File: config.mk
export PLATFORM = sky130hd
export DESIGN_NAME = muldiv_unit
export DESIGN_NICKNAME = d
export VERILOG_FILES = /design/src/rtl/muldiv_unit.sv
export SDC_FILE = /design/constraint.sdc
export NUM_CORES = 1
export LEC_CHECK = 0
export CAP_MARGIN = 15
export CORE_UTILIZATION = 25
export CTS_CLUSTER_DIAMETER = 200
export DETAILED_ROUTE_END_ITERATION = 16
export GPL_TIMING_DRIVEN = 0
export HOLD_SLACK_MARGIN = 0.02
export PLACE_DENSITY = 0.49
export SLEW_MARGIN = 20
export SYNTH_ARGS = -nofsm -noshare
export SYNTH_HDL_FRONTEND = slang
export SYNTH_SLANG_ARGS = --single-unit
File: constraint.sdc
create_clock -name clk -period 5.5 [get_ports clk]
set_clock_uncertainty 0.1 [all_clocks]
set_input_delay 0.55 -clock clk [delete_from_list [all_inputs] [get_ports clk]]
set_output_delay 0.55 -clock clk [all_outputs]
set_load 0.05 [all_outputs]
File: src/rtl/muldiv_unit.sv
// muldiv_unit: iterative RV32M multiply/divide unit, one radix-2 step per cycle.
// Multiply is shift-add into a 64-bit accumulator. Divide is restoring
// division, with the remainder in the upper half and the quotient in the lower half.
// Optional build macro FAST_SPECIAL_EN: divide-by-zero and signed overflow
// complete at the acceptance edge with 1-cycle latency. The default build runs
// them through the full 32-iteration path, which produces the same values.
module muldiv_unit #(
  parameter int XLEN  = 32,
  parameter int CNT_W = 6
) (
  input  logic            clk,
  input  logic            nRST,
  input  logic            start,
  input  logic [2:0]      funct3,
  input  logic [XLEN-1:0] op_a,
  input  logic [XLEN-1:0] op_b,
  input  logic            abort,
  output logic            busy,
  output logic            done,
  output logic [XLEN-1:0] result
);

  typedef enum logic [1:0] {IDLE, BUSY, DONE} state_t;

  state_t state, next_state;

  logic [2:0]        op;
  logic [XLEN-1:0]   abs_a, abs_b;
  logic              sign_a, sign_b;
  logic [CNT_W-1:0]  cnt;
  logic [2*XLEN-1:0] acc;

  logic              load, last, fast_hit;
  logic              in_sign_a, in_sign_b;
  logic [XLEN-1:0]   in_abs_a, in_abs_b;
  logic [XLEN:0]     mul_sum, div_tmp, div_diff;
  logic [2*XLEN-1:0] acc_mul, acc_div, acc_next, prod;
  logic [XLEN-1:0]   quo, rem, quo_c, rem_c, final_res;

  assign load = (state == IDLE) && start && !abort;
  assign last = (state == BUSY) && !abort && (cnt == CNT_W'(XLEN-1));

  // Operand decode at acceptance: MULH/DIV/REM are signed on both sides, and MULHSU is signed on op_a only.
  always_comb begin
    in_sign_a = 1'b0;
    in_sign_b = 1'b0;
    case (funct3)
      3'd1, 3'd4, 3'd6: begin
        in_sign_a = op_a[XLEN-1];
        in_sign_b = op_b[XLEN-1];
      end
      3'd2:    in_sign_a = op_a[XLEN-1];
      default: ;
    endcase
    in_abs_a = in_sign_a ? -op_a : op_a;
    in_abs_b = in_sign_b ? -op_b : op_b;
  end

`ifdef FAST_SPECIAL_EN
  logic            div_zero_in, div_ovf_in;
  logic [XLEN-1:0] special_res;

  // Detect the early-out divide cases and their architectural results.
  always_comb begin
    div_zero_in = (op_b == '0);
    div_ovf_in  = !funct3[0] && (op_a == {1'b1, {(XLEN-1){1'b0}}}) && (op_b == '1);
    fast_hit    = funct3[2] && (div_zero_in || div_ovf_in);
    if (div_zero_in)
      special_res = funct3[1] ? op_a : '1;
    else
      special_res = funct3[1] ? '0 : {1'b1, {(XLEN-1){1'b0}}};
  end
`else
  assign fast_hit = 1'b0;
`endif

  // One iteration step, followed by sign correction and result selection on the final step.
  always_comb begin
    mul_sum  = {1'b0, acc[2*XLEN-1:XLEN]} + (acc[0] ? {1'b0, abs_a} : '0);
    acc_mul  = {mul_sum, acc[XLEN-1:1]};
    div_tmp  = {acc[2*XLEN-1:XLEN], acc[XLEN-1]};
    div_diff = div_tmp - {1'b0, abs_b};
    acc_div  = div_diff[XLEN] ? {div_tmp[XLEN-1:0], acc[XLEN-2:0], 1'b0}
                              : {div_diff[XLEN-1:0], acc[XLEN-2:0], 1'b1};
    acc_next = op[2] ? acc_div : acc_mul;
    prod     = (sign_a ^ sign_b) ? -acc_next : acc_next;
    quo      = acc_next[XLEN-1:0];
    rem      = acc_next[2*XLEN-1:XLEN];
    quo_c    = (abs_b == '0) ? '1 : ((sign_a ^ sign_b) ? -quo : quo);
    rem_c    = sign_a ? -rem : rem;
    case (op)
      3'd0:             final_res = prod[XLEN-1:0];
      3'd1, 3'd2, 3'd3: final_res = prod[2*XLEN-1:XLEN];
      3'd4, 3'd5:       final_res = quo_c;
      default:          final_res = rem_c;
    endcase
  end

  // State register.
  always_ff @(posedge clk or negedge nRST) begin
    if (!nRST) state <= IDLE;
    else       state <= next_state;
  end

  // Next state and status outputs. An abort always returns the unit to IDLE.
  always_comb begin
    next_state = state;
    busy       = (state != IDLE);
    done       = (state == DONE);
    case (state)
      IDLE: if (load) next_state = fast_hit ? DONE : BUSY;
      BUSY: begin
        if (abort)     next_state = IDLE;
        else if (last) next_state = DONE;
      end
      default: next_state = IDLE;
    endcase
  end

  // Datapath: latch operands at acceptance, iterate while BUSY, and capture the result on the last step.
  always_ff @(posedge clk or negedge nRST) begin
    if (!nRST) begin
      op     <= '0;
      abs_a  <= '0;
      abs_b  <= '0;
      sign_a <= 1'b0;
      sign_b <= 1'b0;
      cnt    <= '0;
      acc    <= '0;
      result <= '0;
    end else if (load) begin
      op     <= funct3;
      abs_a  <= in_abs_a;
      abs_b  <= in_abs_b;
      sign_a <= in_sign_a;
      sign_b <= in_sign_b;
      cnt    <= '0;
      acc    <= funct3[2] ? {{XLEN{1'b0}}, in_abs_a} : {{XLEN{1'b0}}, in_abs_b};
`ifdef FAST_SPECIAL_EN
      if (fast_hit) result <= special_res;
`endif
    end else if (state == BUSY && !abort) begin
      acc <= acc_next;
      cnt <= cnt + 1'b1;
      if (last) result <= final_res;
    end
  end

endmodule

==> metrics.yaml, run 1 <==
whs_endpoint: "abs_a[25]"
htree_levels: 4
layout-drive-gt1-share_pct: 11.0
synth-main-ff-cell: "dfrtp_1"
synth.avg_cell_area_um2: 7.61
r2r_setup_slack_ns: 0.03
setup-violations-final: 0
area_delta_synth_final_pct: 21.7
cap_violations: 0
fill_cells: 7129
synth-edff-count: 0
syn_nets: 2354
rsz0062_at_grt: "true"
dpl.hpwl_um: 67400
ir_worst_vdd_uv: 318
ios: 105
crit_buf_inv: 8
finalHoldViolCount: 0
mostFrequentLayoutCell: "nand2_1"
r2r_end: "result[24]"
finalCritPeriodShare_pct: 99.4
die_w_um: 262
antenna_found_initial: 1
die_area_um2: 68400
path_common_cell: "buf_4"
drt_iter0_drc: 1733
core_area_um2: 66200
vias: 18400
r2r_start: "op[2]"
clock_path_buffers: 2
power_density_nw_per_um2: 571
required_ns: 5.75
cts_sinks: 173
end_kind: "register"
cts_tree: "built"
power_leakage_uw: 0.00806
layout_common_cells: "nand2_1, o21ai_0, nor2_1, dfrtp_1, a21oi_1"
worstHoldPathCells: 2
internal-power_uw: 5180
routed_wl_um: 83100
rows: 94
gp_congestion: 0.981
slew_viol_final: 0
synthArstFlopShare_pct: 100
grt_pass1_wl_um: 119000
synth.ff_latch_count: 173
comb_power_share_pct: 72.3
period_needed_ns: 5.47
crit_slowest_cell: "o311ai_2"
r2r_cells: 21
clkPwrFrac_pct: 10.5
relSlewSlack_pct: 26.5
yosysUniqueCellTypes: 100
fmax_mhz: 183
power_frac_seq_pct: 17.2
root_buffer: "clkbuf_16"
wl_per_cell_um: 25.5
synth_cells: 2212
post-route-drc-count: 0
min_path_type: "register to register"
grt.total_usage_pct: 24.0
min_from: "abs_a[25]"
worst_slack_ns: 0.0315
final_util_pct: 31.0
cts.clk_slew.worst_paths_ns: 0.06
die_h_um: 262
crit_chain: "buf_2, buf_2, clkbuf_4, buf_4, buf_4, buf_4, buf_4, nor2_1, a21oi_2, ha_4, nand2_1, nor3_2, a31oi_1, mux2_4, buf_4, a211o_1, nor3_2, and4b_2, a31oi_1, o311ai_2, o31ai_1"
nNetsFinal: 2524
cp.depth: 21
portBuffers: 104
antenna_left: 0
yosys_warnings: 0
crit_path_max_incr_delay_ns: 0.39
drt-pass1-iter-count: 5
critPathArrivalTime_ns: 5.72
ys_seq_area_share_pct: 25.7
grt_overflow: 0
switching_share_pct: 55.8
worst_pin_slew_ns: 1.09
grt_pass1_vias: 17400
initial_core_util_pct: 25.4
grt_max_degree: 95
synth_area_um2: 16800
path_class: "register to register"
clkLatencyLatePin_ns: 0.50
critical_path.top_delay_family: "buffers and inverters"
pre_cts_slack_ns: -2.30
cts_buffers: 17
cp_max_fo: 10
drt-vias-per-instance: 5.63
status: "finished, final reports clean"
cp-start-kind: "register"
p_sw_uw: 6520
-- worst max-delay path by stage --
stage | from | to | slack (ns)
after floorplan | acc[52] | result[20] | 0.14
after global placement | nRST | abs_b[23] | -3.77
after detailed placement | op[2] | result[20] | -2.30
after CTS | abs_b[17] | result[12] | 0.002
after global routing | abs_b[27] | result[24] | -0.09
final | op[2] | result[24] | 0.03
-- per-stage QoR --
stage / hold WS, ns / total power (uW) / area (um2) / TNS (ns) / instances
finish: 0.378 / 11700 / 20500 / 0 / 3259
CTS: 0.380 / 11200 / 20100 / 0 / 3239
floorplan: 0.154 / 6770 / 16800 / 0 / 2212
global route: 0.394 / 12300 / 20500 / -0.161 / 3259
global placement: 0.361 / 9380 / 19000 / -682.41 / 3180
detailed placement: 0.364 / 9440 / 19000 / -37.96 / 3184
-- layout make-up --
class	count	area [um2]	area share (%)
Multi-Input combinational cell	1843	12200	59.6
Sequential cell	173	4340	21.2
Timing Repair Buffer	155	1450	7.09
Tap cell	864	1080	5.27
Buffer	126	592	2.89
Clock buffer	20	457	2.23
Inverter	66	248	1.21
Clock inverter	11	110	0.537
Antenna cell	1	2.50	0.0122
-- synthesized netlist by cell type (all sizes together), types with 9 or more instances --
cell	instances	share of area (%)
nand2	308	6.9
o21ai	229	6.9
nor2	178	4.0
dfrtp	173	26
a21oi	170	5.2
clkbuf	104	2.3
xnor2	88	4.6
ha	69	5.1
inv	66	1.5
nor3	65	2.1
xor2	63	3.3
mux2i	59	3.5
and2	48	1.8
nand3	45	1.3
o211ai	45	2.0
nor4	32	1.2
o31ai	29	1.4
a21o	26	1.2
a31oi	26	1.1
buf	26	0.92
nand4	25	1.1
o21a	23	1.0
a22o	22	1.2
or3	19	0.71
and3	17	0.63
a211oi	16	0.79
nand2b	15	0.56
nor2b	14	0.52
a2111oi	13	0.79
or2	13	0.48
o41ai	12	0.76
nor3b	11	0.49
o221ai	11	0.57
or4	11	0.49
o22ai	10	0.37
o311ai	10	0.52
o211a	9	0.54
-- worst min-delay path, stage by stage (launching register included) --
cell and delay (ns):
dfrtp_1 0.34, nand2_1 0.04, o21ai_0 0.06
-- what timing repair did --
action / 4_1_cts / 5_1_grt
endpoints found under the setup margin: 35 / 23
gates resized for setup: 101 / 54
buffers inserted: 25 / 21
hold buffers: 1 / 0
pin swaps: 18 / 20
endpoints found under the hold margin: 79 / 0
-- sequential cells by signal, summed over array words and instances, names as in the netlist --
name and count:
cnt 6, result 32, op 3, abs_b 32
sign_a 1, sign_b 1, acc 64, state 2
abs_a 32
-- logic make-up after synthesis --
logic type / Yosys count / synth area share [%]
AOI/OAI and AO/OA: 735 / 28.9
muxes: 65 / 3.91
and+or+nand+nor: 821 / 23.5
xor gates and xnor gates: 151 / 7.86
DFF: 173 / 25.7
adders and majority gates: 71 / 5.37
buffers and inverters: 196 / 4.71
-- power groups by stage --
stage               logic (uW)  clock network, uW  registers, uW
global placement          7370                  0           2010
detailed placement        7420                  0           2020
finish                    8460               1220           2020
CTS                       7970               1250           2000
floorplan                 4980                  0           1790
global route              8970               1300           2040
-- per-layer routing --
layer,track usage (%),vias up,share of wire (%)
met5,0,-,0
met4,9.63,0,3.8
met3,3.70,120,6.2
met2,39.0,762,46
met1,31.8,9006,44
li1,-,8465,-
(Power assumes the default switching activity.)
==> run 2: changes to the inputs <==
CORE_UTILIZATION = 56   (was 25)
HOLD_SLACK_MARGIN = not set   (was 0.02)
PLACE_DENSITY = 0.86   (was 0.49)
==> metrics.yaml, run 2 (synthesis results as in run 1) <==
status: "finished, final reports clean"
r2r_end: "result[16]"
critPathArrivalTime_ns: 5.74
largest_register: "acc"
power_leakage_uw: 0.00799
power_density_nw_per_um2: 581
pre_cts_slack_ns: -1.95
min_path_type: "register to register"
worst_slack_ns: 0.0742
mostFrequentLayoutCell: "nand2_1"
drt-vias-per-instance: 7.07
cts.clk_slew.worst_paths_ns: 0.07
finalPower_uw: 11500
antenna_cells: 0
slew_viol_final: 0
worst_pin_slew_ns: 1.27
cp_max_fo: 10
wl_per_cell_um: 27.0
r2r_start: "abs_b[17]"
grt.total_usage_pct: 48.1
cts_sinks: 173
vias: 19600
htree_levels: 4
crit_slowest_cell: "o21ai_0"
grt_overflow: 0
relSlewSlack_pct: 15.2
rows: 63
tns_ns: 0
worstHoldPathCells: 2
fmax_mhz: 184
setup-violations-final: 0
finalCritPeriodShare_pct: 98.7
multiInputGateArea_um2: 12100
rsz0062_at_grt: "true"
core_area_um2: 29600
drt_iter0_drc: 3167
crit_chain: "inv_2, ha_1, buf_6, a21oi_4, o21ai_4, a221o_2, buf_4, nor3_4, a2111oi_2, buf_2, a21oi_1, ha_1, nand2_1, nor3_2, o21ai_0, nand2_1, xnor2_1, o21ai_0, o21ai_0, a211oi_1, a211o_1"
whs_endpoint: "abs_a[28]"
portBuffers: 104
regArea_um2: 4340
layout_common_cells: "nand2_1, o21ai_0, nor2_1, dfrtp_1, a21oi_1"
ios: 105
die_area_um2: 30800
cts_tree: "built"
clock_path_buffers: 2
cp-start-kind: "register"
cap_violations: 0
clkLatencyLatePin_ns: 0.47
die_w_um: 175
initial_core_util_pct: 56.8
path_class: "register to register"
layout-drive-gt1-share_pct: 9.62
antenna_left: 0
cts_buffers: 17
grt_pass1_wl_um: 110000
gp_congestion: 1.13
largest_reg_flops: 64
end_kind: "register"
r2r_cells: 21
die_h_um: 175
grt_max_degree: 104
root_buffer: "clkbuf_16"
grt_pass1_vias: 18100
post-route-drc-count: 0
period_needed_ns: 5.43
drt-pass1-iter-count: 6
min_from: "abs_a[28]"
nNetsFinal: 2511
crit_path_max_incr_delay_ns: 0.72
r2r_setup_slack_ns: 0.07
ir_worst_vdd_uv: 398
antenna_found_initial: 3
finalHoldViolCount: 0
path_common_cell: "o21ai_0"
fill_cells: 2492
dpl.hpwl_um: 58800
routed_wl_um: 74800
required_ns: 5.81
area_delta_synth_final_pct: 17.2
run 2: changes by cell type in the layout (fill, tap and decap cells not counted), moves of 3 or more:
cell,delta
dfrtp_1,+5
nor4_2,-3
a221oi_2,-3
ha_4,-3
a21oi_1,-4
a2111oi_1,-3
nor4_1,+4
buf_4,-17
a221oi_1,+3
a21oi_2,+4
dfrtp_2,-5
ha_2,-3
ha_1,+6
run 2: timing repair:
item	in CTS	in global routing
gates resized for setup	49	88
hold buffers	1	0
setup buffers	11	23
setup endpoints to repair	33	26
hold endpoints to repair	57	0
gates cloned	0	0
pin swaps	8	22
run 2: how the worst max path moves through the flow:
stage                             to      start  cells after the start  slack, ns
after detailed placement  result[20]      op[2]                     21      -1.95
after global placement      abs_b[8]       nRST                      1      -3.12
after floorplan           result[20]    acc[52]                     24       0.14
final                     result[16]  abs_b[17]                     21       0.07
after CTS                 result[20]  abs_b[20]                     23      0.001
after global routing      result[30]  abs_b[17]                     27      -0.05
run 2: critical path: cells and delay by family (launching register included):
family | cells | cell delay [ns]
buffers and inverters | 4 | 0.67
adder cells (fa/ha/maj) | 2 | 0.55
AND/OR/NAND/NOR | 4 | 0.95
flip-flops | 1 | 0.40
XOR/XNOR | 1 | 0.12
AO/OA/AOI/OAI | 10 | 2.58
run 2: per-layer routing:
metal  vias to the layer above  global-route usage (%)  share of wire [%]  routed length, um
met5                         -                       0               0.11                 80
met1                      9260                    59.6                 37              28000
met2                      1504                    71.7                 42              31400
met3                       386                    14.9                 13               9460
met4                         6                    32.4                7.8               5870
li1                       8433                       -                  -                  -
run 2: area by class of cell:
cell class	instances	share of cell area, %
Multi-Input combinational cell	1843	61.4
Sequential cell	173	22.0
Timing Repair Buffer	141	6.83
Buffer	127	3.01
Tap cell	390	2.47
Clock buffer	19	2.25
Inverter	66	1.26
Clock inverter	11	0.805
run 2: power breakdown:
group	switching, uW	internal (uW)	leakage (uW)
sequential	428	1560	0.00223
combinational	5320	2840	0.00547
clock	594	730	0.000284
total	6340	5130	0.00799
run 2: metrics by stage:
| step | hold slack [ns] | std cells | cell area (um2) | util [%] |
|---|---|---|---|---|
| floorplan | 0.154 | 2212 | 16800 | - |
| global placement | 0.357 | 2706 | 18400 | 62.0 |
| detailed placement | 0.362 | 2708 | 18400 | 62.1 |
| CTS | 0.378 | 2748 | 19200 | 64.9 |
| global route | 0.393 | 2770 | 19700 | 66.6 |
| finish | 0.374 | 2770 | 19700 | 66.6 |
==> run 3: changes to the inputs <==
CORE_ASPECT_RATIO = 1.1   (was not set)
==> metrics.yaml, run 3 (synthesis results as in run 1) <==
critical_path.top_delay_family: "compound AO/OA/AOI/OAI gates"
cp_max_fo: 12
die_area_um2: 30800
fin_cells: 2753
grt_pass1_vias: 18000
gp_congestion: 1.11
grt_pass1_wl_um: 107000
failed_checks: "setup timing"
power_density_nw_per_um2: 582
die_h_um: 184
finalPower_uw: 11500
wl_per_cell_um: 26.2
cts_sinks: 173
finalCritPeriodShare_pct: 101
clock_path_buffers: 2
layout_common_cells: "nand2_1, o21ai_0, nor2_1, dfrtp_1, a21oi_1"
die_w_um: 167
crit_path_max_incr_delay_ns: 0.51
grt.total_usage_pct: 46.6
slew_viol_final: 0
ios: 105
period_needed_ns: 5.53
relSlewSlack_pct: 14.8
rsz0062_at_grt: "true"
worst_pin_slew_ns: 1.27
cts_buffers: 17
end_kind: "register"
critPathArrivalTime_ns: 5.77
crit_chain: "ha_1, buf_6, a21oi_2, o21ai_2, a221o_2, buf_4, o21ai_4, o211ai_4, buf_6, buf_12, nand2_1, o21ai_1, a21oi_2, ha_4, nand2_1, nor3_2, a31oi_1, mux2_4, a21o_1, or4_4, o41ai_4, xor2_1, a221oi_2, a32o_1"
layout-drive-gt1-share_pct: 9.34
placed_area_um2: 18400
finalHoldViolCount: 0
ir_worst_vdd_uv: 395
min_path_type: "register to register"
r2r_start: "acc[48]"
setup-violations-final: 1
core_area_um2: 29600
largest_reg_flops: 64
min_from: "abs_a[12]"
design_area_um2: 19700
vias: 19400
dpl.hpwl_um: 56800
status: "finished with violations"
power_leakage_uw: 0.00800
crit_buf_inv: 4
initial_core_util_pct: 56.9
crit_start: "acc[48]"
fmax_mhz: 181
clkLatencyLatePin_ns: 0.46
largest_register: "acc"
cts.clk_slew.worst_paths_ns: 0.08
mostFrequentLayoutCell: "nand2_1"
drt-vias-per-instance: 7.03
post-route-drc-count: 0
cap_violations: 0
antenna_found_initial: 1
routed_wl_um: 72200
place_inst: 2692
fill_cells: 2531
portBuffers: 104
nNetsFinal: 2507
rows: 66
antenna_left: 0
required_ns: 5.74
crit_slowest_cell: "or4_4"
drt_iter0_drc: 2927
root_buffer: "clkbuf_16"
htree_levels: 4
area_delta_synth_final_pct: 17.1
grt_overflow: 0
path_class: "register to register"
drt-pass1-iter-count: 8
worst_slack_ns: -0.0283
cts_tree: "built"
cp-start-kind: "register"
grt_max_degree: 103
[run 3: stage by stage]
step                setup slack, ns  hold slack, ns  TNS (ns)  utilization, %
floorplan                     0.138           0.154         0               -
global placement              -3.03           0.355   -542.11            62.0
detailed placement            -1.93           0.363    -25.79            62.2
CTS                        -0.00437           0.377  -0.00437            65.1
global route                 -0.120           0.403    -0.157            66.7
finish                      -0.0283           0.375   -0.0283            66.7
[run 3: worst paths after layout]
| kind | endpoint | slack, ns | cells past startpoint |
|---|---|---|---|
| setup / recovery | result[22] | -0.03 | 24 |
| hold / removal | abs_a[12] | 0.37 | 2 |
| setup reg to reg | result[22] | -0.03 | 24 |
| hold reg to reg | abs_a[12] | 0.37 | 2 |
| max in group asynchronous | abs_b[23] | 3.86 | 3 |
| min in group asynchronous | result[19] | 0.53 | 2 |
[run 3: power by group]
| group | leakage, uW | switching (uW) | internal, uW | total, uW |
|---|---|---|---|---|
| Sequential | 0.00222 | 433 | 1570 | 2000 |
| Combinational | 0.00547 | 5300 | 2840 | 8140 |
| Clock | 0.000306 | 561 | 778 | 1340 |
[run 3: what timing repair did]
item                                    CTS  global route
hold buffers                              1             0
pin swaps                                10            19
endpoints found under the setup margin   30            27
gates resized for setup                  48            84
endpoints found under the hold margin    46             0
setup buffers                            10            21
[run 3: area by class of cell]
class                           instances  area [um2]  area share, %
Buffer                                126         593           3.01
Antenna cell                            1        2.50         0.0127
Timing Repair Buffer                  138        1320           6.70
Multi-Input combinational cell       1843       12100           61.4
Clock buffer                           20         447           2.27
Clock inverter                         12         181          0.921
Sequential cell                       173        4340           22.0
Tap cell                              374         468           2.37
Inverter                               66         248           1.26
[run 3: worst reg2reg max path, stage by stage (launching register included)]
cell and delay, ns:
dfrtp_2 0.46, ha_1 0.30, buf_6 0.14, a21oi_2 0.16, o21ai_2 0.12, a221o_2 0.39, buf_4 0.18, o21ai_4 0.23
o211ai_4 0.11, buf_6 0.15, buf_12 0.14, nand2_1 0.08, o21ai_1 0.11, a21oi_2 0.26, ha_4 0.20, nand2_1 0.06
nor3_2 0.19, a31oi_1 0.06, mux2_4 0.32, a21o_1 0.20, or4_4 0.52, o41ai_4 0.34, xor2_1 0.23, a221oi_2 0.09
a32o_1 0.28
[run 3: routing by layer]
layer / wire, um / vias to the layer above / global-route usage [%]
li1: - / 8415 / -
met1: 27000 / 9071 / 57.8
met2: 30400 / 1466 / 70.5
met3: 8260 / 408 / 11.5
met4: 6460 / 0 / 34.6
met5: 0 / - / 0
